===== config.mk =====
export PLATFORM = sky130hd
export DESIGN_NAME = seg7_scan_driver
export DESIGN_NICKNAME = d
export VERILOG_FILES = /design/src/rtl/seg7_scan_driver_pkg.sv /design/src/rtl/seg7_scan_driver_hex_to_seg7.sv /design/src/rtl/seg7_scan_driver.sv
export SDC_FILE = /design/constraint.sdc
export NUM_CORES = 1
export LEC_CHECK = 0
export CORE_UTILIZATION = 26
export DETAILED_ROUTE_END_ITERATION = 10
export PLACE_DENSITY = 0.39
export SYNTH_ARGS = -nofsm -noshare
export SYNTH_HDL_FRONTEND = slang
export SYNTH_SLANG_ARGS = --single-unit

===== constraint.sdc =====
create_clock -name clk -period 3.2 [get_ports clk]
set_input_delay 0.64 -clock clk [delete_from_list [all_inputs] [get_ports clk]]
set_output_delay 0.64 -clock clk [all_outputs]
set_load 0.005 [all_outputs]

===== src/rtl/seg7_scan_driver_pkg.sv =====
// Shared 7-segment definitions: active-low glyphs for the common-anode display.
package seg7_scan_driver_pkg;

   localparam logic ACTIVE_LOW_ON  = 1'b0;
   localparam logic ACTIVE_LOW_OFF = 1'b1;

   // {g,f,e,d,c,b,a}, 0 = segment lit
   localparam logic [6:0] SEG_0     = 7'h40;
   localparam logic [6:0] SEG_1     = 7'h79;
   localparam logic [6:0] SEG_2     = 7'h24;
   localparam logic [6:0] SEG_3     = 7'h30;
   localparam logic [6:0] SEG_4     = 7'h19;
   localparam logic [6:0] SEG_5     = 7'h12;
   localparam logic [6:0] SEG_6     = 7'h02;
   localparam logic [6:0] SEG_7     = 7'h78;
   localparam logic [6:0] SEG_8     = 7'h00;
   localparam logic [6:0] SEG_9     = 7'h10;
   localparam logic [6:0] SEG_A     = 7'h08;
   localparam logic [6:0] SEG_B     = 7'h03;
   localparam logic [6:0] SEG_C     = 7'h46;
   localparam logic [6:0] SEG_D     = 7'h21;
   localparam logic [6:0] SEG_E     = 7'h06;
   localparam logic [6:0] SEG_F     = 7'h0E;
   localparam logic [6:0] SEG_DASH  = 7'h3F;
   localparam logic [6:0] SEG_BLANK = 7'h7F;

endpackage


===== src/rtl/seg7_scan_driver_hex_to_seg7.sv =====
// Combinational nibble-to-glyph decoder; mode = 1 shows A..F as a dash (BCD range error).
module hex_to_seg7
   import seg7_scan_driver_pkg::*;
(
   input  logic [3:0] d,
   input  logic       mode,
   output logic [6:0] seg
);

   always_comb begin
      seg = SEG_BLANK;
      case (d)
         4'h0: seg = SEG_0;
         4'h1: seg = SEG_1;
         4'h2: seg = SEG_2;
         4'h3: seg = SEG_3;
         4'h4: seg = SEG_4;
         4'h5: seg = SEG_5;
         4'h6: seg = SEG_6;
         4'h7: seg = SEG_7;
         4'h8: seg = SEG_8;
         4'h9: seg = SEG_9;
         4'hA: seg = mode ? SEG_DASH : SEG_A;
         4'hB: seg = mode ? SEG_DASH : SEG_B;
         4'hC: seg = mode ? SEG_DASH : SEG_C;
         4'hD: seg = mode ? SEG_DASH : SEG_D;
         4'hE: seg = mode ? SEG_DASH : SEG_E;
         4'hF: seg = mode ? SEG_DASH : SEG_F;
         default: seg = SEG_BLANK;
      endcase
   end

endmodule


===== src/rtl/seg7_scan_driver.sv =====
// Multiplexed common-anode 7-segment driver: slot scan with guard gap, per-frame
// input snapshot, leading-zero blanking and done-flag blinking.
module seg7_scan_driver
   import seg7_scan_driver_pkg::*;
#(
   parameter int NUM_DIGITS   = 4,
   parameter int SCAN_DIV     = 100000,
   parameter int GUARD        = 16,
   parameter int BLINK_FRAMES = 128
) (
   input  logic                    clk,
   input  logic                    reset_n,
   input  logic [4*NUM_DIGITS-1:0] digits,
   input  logic [NUM_DIGITS-1:0]   done,
   input  logic                    mode,
   input  logic                    blank_lz,
   input  logic [NUM_DIGITS-1:0]   dp_mask,
   output logic [NUM_DIGITS-1:0]   an,
   output logic [6:0]              seg,
   output logic                    dp
);

   localparam int DW = $clog2(SCAN_DIV);
   localparam int SW = $clog2(NUM_DIGITS);
   localparam int FW = (BLINK_FRAMES > 1) ? $clog2(BLINK_FRAMES) : 1;

   logic [DW-1:0]         div_cnt;
   logic [SW-1:0]         slot;
   logic [FW-1:0]         frame_cnt;
   logic                  blink_ph;
   logic                  init_pend;
   logic [3:0]            snap_d [NUM_DIGITS];
   logic [NUM_DIGITS-1:0] snap_done;
   logic [NUM_DIGITS-1:0] snap_dp;

   logic                  div_wrap;
   logic                  frame_end;
   logic                  in_guard;
   logic [3:0]            cur_d [NUM_DIGITS];
   logic [NUM_DIGITS-1:0] cur_done;
   logic [NUM_DIGITS-1:0] cur_dp;
   logic [NUM_DIGITS-1:0] lz_vec;
   logic                  blank;
   logic [6:0]            glyph;
   logic [NUM_DIGITS-1:0] an_d;
   logic [6:0]            seg_d;
   logic                  dp_d;

   assign div_wrap  = (div_cnt == DW'(SCAN_DIV - 1));
   assign frame_end = div_wrap && (slot == SW'(NUM_DIGITS - 1));

   generate
      if (GUARD == 0) begin : g_no_guard
         assign in_guard = 1'b0;
      end else begin : g_guard
         assign in_guard = (div_cnt < DW'(GUARD));
      end
   endgenerate

   always_ff @(posedge clk or negedge reset_n) begin
      if (!reset_n) begin
         div_cnt   <= '0;
         slot      <= '0;
         frame_cnt <= '0;
         blink_ph  <= 1'b0;
         init_pend <= 1'b1;
      end else begin
         init_pend <= 1'b0;
         div_cnt   <= div_wrap ? '0 : div_cnt + 1'b1;
         if (div_wrap)
            slot <= (slot == SW'(NUM_DIGITS - 1)) ? '0 : slot + 1'b1;
         if (frame_end) begin
            if (frame_cnt == FW'(BLINK_FRAMES - 1)) begin
               frame_cnt <= '0;
               blink_ph  <= ~blink_ph;
            end else begin
               frame_cnt <= frame_cnt + 1'b1;
            end
         end
      end
   end

   // Snapshot is taken on the edge that enters slot 0, so a frame never mixes old and new inputs.
   always_ff @(posedge clk or negedge reset_n) begin
      if (!reset_n) begin
         for (int i = 0; i < NUM_DIGITS; i++) snap_d[i] <= '0;
         snap_done <= '0;
         snap_dp   <= '0;
      end else if (init_pend || frame_end) begin
         for (int i = 0; i < NUM_DIGITS; i++) snap_d[i] <= digits[4*i +: 4];
         snap_done <= done;
         snap_dp   <= dp_mask;
      end
   end

   // The first cycle after reset already belongs to frame 0, so it sees the inputs being captured.
   always_comb begin
      for (int i = 0; i < NUM_DIGITS; i++)
         cur_d[i] = init_pend ? digits[4*i +: 4] : snap_d[i];
      cur_done = init_pend ? done    : snap_done;
      cur_dp   = init_pend ? dp_mask : snap_dp;
   end

   always_comb begin
      logic run;
      run    = 1'b1;
      lz_vec = '0;
      for (int i = NUM_DIGITS - 1; i >= 0; i--) begin
         run       = run && (cur_d[i] == 4'h0);
         lz_vec[i] = run;
      end
   end

   hex_to_seg7 u_dec (
      .d    (cur_d[slot]),
      .mode (mode),
      .seg  (glyph)
   );

   assign blank = (blank_lz && (slot != '0) && lz_vec[slot]) ||
                  (cur_done[slot] && blink_ph);

   always_comb begin
      an_d  = {NUM_DIGITS{ACTIVE_LOW_OFF}};
      seg_d = SEG_BLANK;
      dp_d  = ACTIVE_LOW_OFF;
      if (!in_guard) begin
         an_d[slot] = ACTIVE_LOW_ON;
         if (!blank) begin
            seg_d = glyph;
            dp_d  = ~cur_dp[slot];
         end
      end
   end

   always_ff @(posedge clk or negedge reset_n) begin
      if (!reset_n) begin
         an  <= {NUM_DIGITS{ACTIVE_LOW_OFF}};
         seg <= SEG_BLANK;
         dp  <= ACTIVE_LOW_OFF;
      end else begin
         an  <= an_d;
         seg <= seg_d;
         dp  <= dp_d;
      end
   end

endmodule

==> results.tsv <==
metric	value	unit
yosys.area.top_type_share	38.2	%
dpl.hpwl	5270	µm
gp_congestion	0.770	
grt.total_usage	12.9	%
slew_headroom	43.1	%
cp_max_fo	19	
viasPerCell	4.60	
r2r_start	init_pend	
maxCapViolations	0	
syn-instance-count	284	
power_density	507	mW/mm²
finalNetCount	364	
drv_slew	0	
holdBufCountCts	0	
post_synth.cell_area_avg	11.8	µm²
rsz0062_at_grt	false	
initial_core_util	26.6	%
grt.met1_usage	19.5	%
status	completed	
yosys_most_used_dff	dfrtp_1	
core-area	0.0126	mm²
ant_nets	0	
yosys.area.top_type	dfrtp_1	
layout-drive-gt1-share	18.2	%
grt_antenna_before_repair	0	
wl_per_cell	15.0	µm
io-pin-count	40	
seq_area_frac_synth	48.4	%
worstPathArrival	2.86	ns
pre_cts_slack	0.461	ns
portBuffers	39	
min_to	blink_ph	
finalSetupTns	0	ns
clk_pin_slew	0.05	ns
total_power	2.14	mW
use_met3	3.11	%
fp.dieW	115	µm
fin_hold_ws	0.468	ns
cts_tree	yes	
die_h	115	µm
final.min_clock_period	2.62	ns
fmax	381	MHz
diodes	0	
gr-usage-met2	16.9	%
whs_path_depth	1	
hold_violations	0	
grt-busiest-layer	met1	
p_leak	1.72	nW
crit_path_end_kind	register	
yosysUniqueCellTypes	53	
ir_worst_vdd	0.000239	V
synthTopCellsByArea	dfrtp_1 38%, dfstp_2 10%, mux2_1 6.7%	
gr-total-overflow	0	
worstSetupStartpointType	register	
clkLatencyLatePin	0.33	ns
hp-class	register to register	
setup_ws	0.576	ns
cts_resized	0	
numCtsBuffers	9	
synth.cell_area	0.00334	mm²
vias	2332	
finalSetupViolations	0	
async_flop_share	100	%
num_rows	41	
synth_edf_count	0	
ys.warnings.count	0	
cp_data_required_time	3.44	ns
grt_pass1_wl	12800	µm
clock-sinks	64	
grt_max_degree	65	
syn_to_final_growth	26.5	%
cts_setup_buffers	0	
worst_slew_pin_slew	0.853	ns
die-area	0.0133	mm²
syn_nets	318	
r2r_slack	0.58	ns
ys_ff_latch	64	
first_global_vias	2351	
final_util	33.6	%
wl	7600	µm
cts.path.max_buffers	2	
rr_worst_depth	6	
fin_skew	0.00542	ns
path_class	register to register	
htreeDepth	3	
hp-start	blink_ph	
drt_iter0_markers	135	
drc	0	
rr_endpoint	seg[5]	
first_pass_iters	4	
period_share	82.0	%
clock-root-buffer	clkbuf_16	
layout make-up:
cell class / instances / area (µm²)
Multi-Input combinational cell: 204 / 1640
Sequential cell: 64 / 1620
Inverter: 6 / 22.5
Tap cell: 172 / 215
Clock buffer: 13 / 260
Fill cell: 1300 / 8340
Timing Repair Buffer: 45 / 430
Clock inverter: 3 / 40.0
layer usage:
layer  wire [µm]  vias to the layer above
met5           0                        -
met4         164                        0
met3         268                       11
met2        3110                       40
met1        4060                     1155
li1            -                     1126
worst max-delay path by stage:
stage / startpoint / to / slack (ns) / cells past startpoint
after floorplan: digits[5] / seg[5] / 1.10 / 6
after global placement: digits[5] / seg[5] / 0.50 / 7
after detailed placement: digits[5] / seg[5] / 0.46 / 7
after CTS: init_pend / seg[5] / 0.57 / 6
after global routing: init_pend / seg[5] / 0.41 / 6
final: init_pend / seg[5] / 0.58 / 6
metrics by stage:
step                      cells  instance area [µm²]
after global routing        507                 4230
after global placement      491                 3930
after detailed placement    491                 3930
after CTS                   507                 4230
after floorplan             284                 3340
final                       507                 4230
sequential cells by signal, indices dropped and copies added, names as in the netlist:
signal / cells
dp: 1
frame_cnt: 7
snap_done: 4
snap_dp: 4
blink_ph: 1
an: 4
init_pend: 1
div_cnt: 17
snap_d: 16
seg: 7
slot: 2
kinds of logic (layout without fill, tap and decap cells):
logic type	Yosys count	in the layout	share of synthesized area, %
AO/OA/AOI/OAI	32	32	6.18
AND/OR/NAND/NOR	100	100	15.4
XOR/XNOR	20	20	5.24
flip-flops	64	64	48.4
other	1	1	0.112
buffers and inverters	16	67	2.47
multiplexers	44	44	19.6
adder cells (fa/ha/maj)	7	7	2.55
worst max-delay path: stages (launching register included):
cell     delay [ns]
dfstp_2        0.87
mux4_1         0.68
mux2i_4        0.32
inv_2          0.13
maj3_1         0.36
nor2_1         0.10
o21ai_1        0.07
cell usage after synthesis (2+ instances only):
master	number
dfstp_2	13
nand3_1	13
mux4_2	9
mux2i_1	3
or4_1	4
o211ai_1	3
and3_1	5
and4_1	2
xor2_1	8
xnor2_1	12
buf_4	3
dfrtp_1	51
clkbuf_1	2
ha_1	6
mux2_2	6
buf_2	3
o21ai_1	4
nand4_1	4
nor4_1	7
nor3_1	5
nor2_1	18
a21oi_1	9
o21ai_0	6
nand2_1	32
nor2_2	2
o221ai_1	2
mux4_1	3
mux2_1	20
inv_1	5
report_power, final:
group,internal (mW),switching [mW]
Combinational,0.143,0.109
Clock,0.643,0.347
Sequential,0.870,0.0297
Total,1.66,0.486
cell usage in the layout, fill, tap and decap left out, drive strengths merged, types with 2 or more instances in the layout:
master         instances
dfrtp                 51
nand3                 13
buf                    7
mux2                  27
and2                   2
nand4                  4
dfstp                 13
nor2                  20
inv                    6
mux2i                  5
and3                   5
a21oi                 10
nand2                 33
or4                    4
clkinv                 2
clkbuf                13
o221ai                 2
xor2                   8
ha                     6
o211ai                 3
nor4                   9
nor3                   5
clkdlybuf4s50         38
xnor2                 12
mux4                  12
o21ai                 10
and4                   2
No activity file was read; power rests on OpenSTA's default activity.
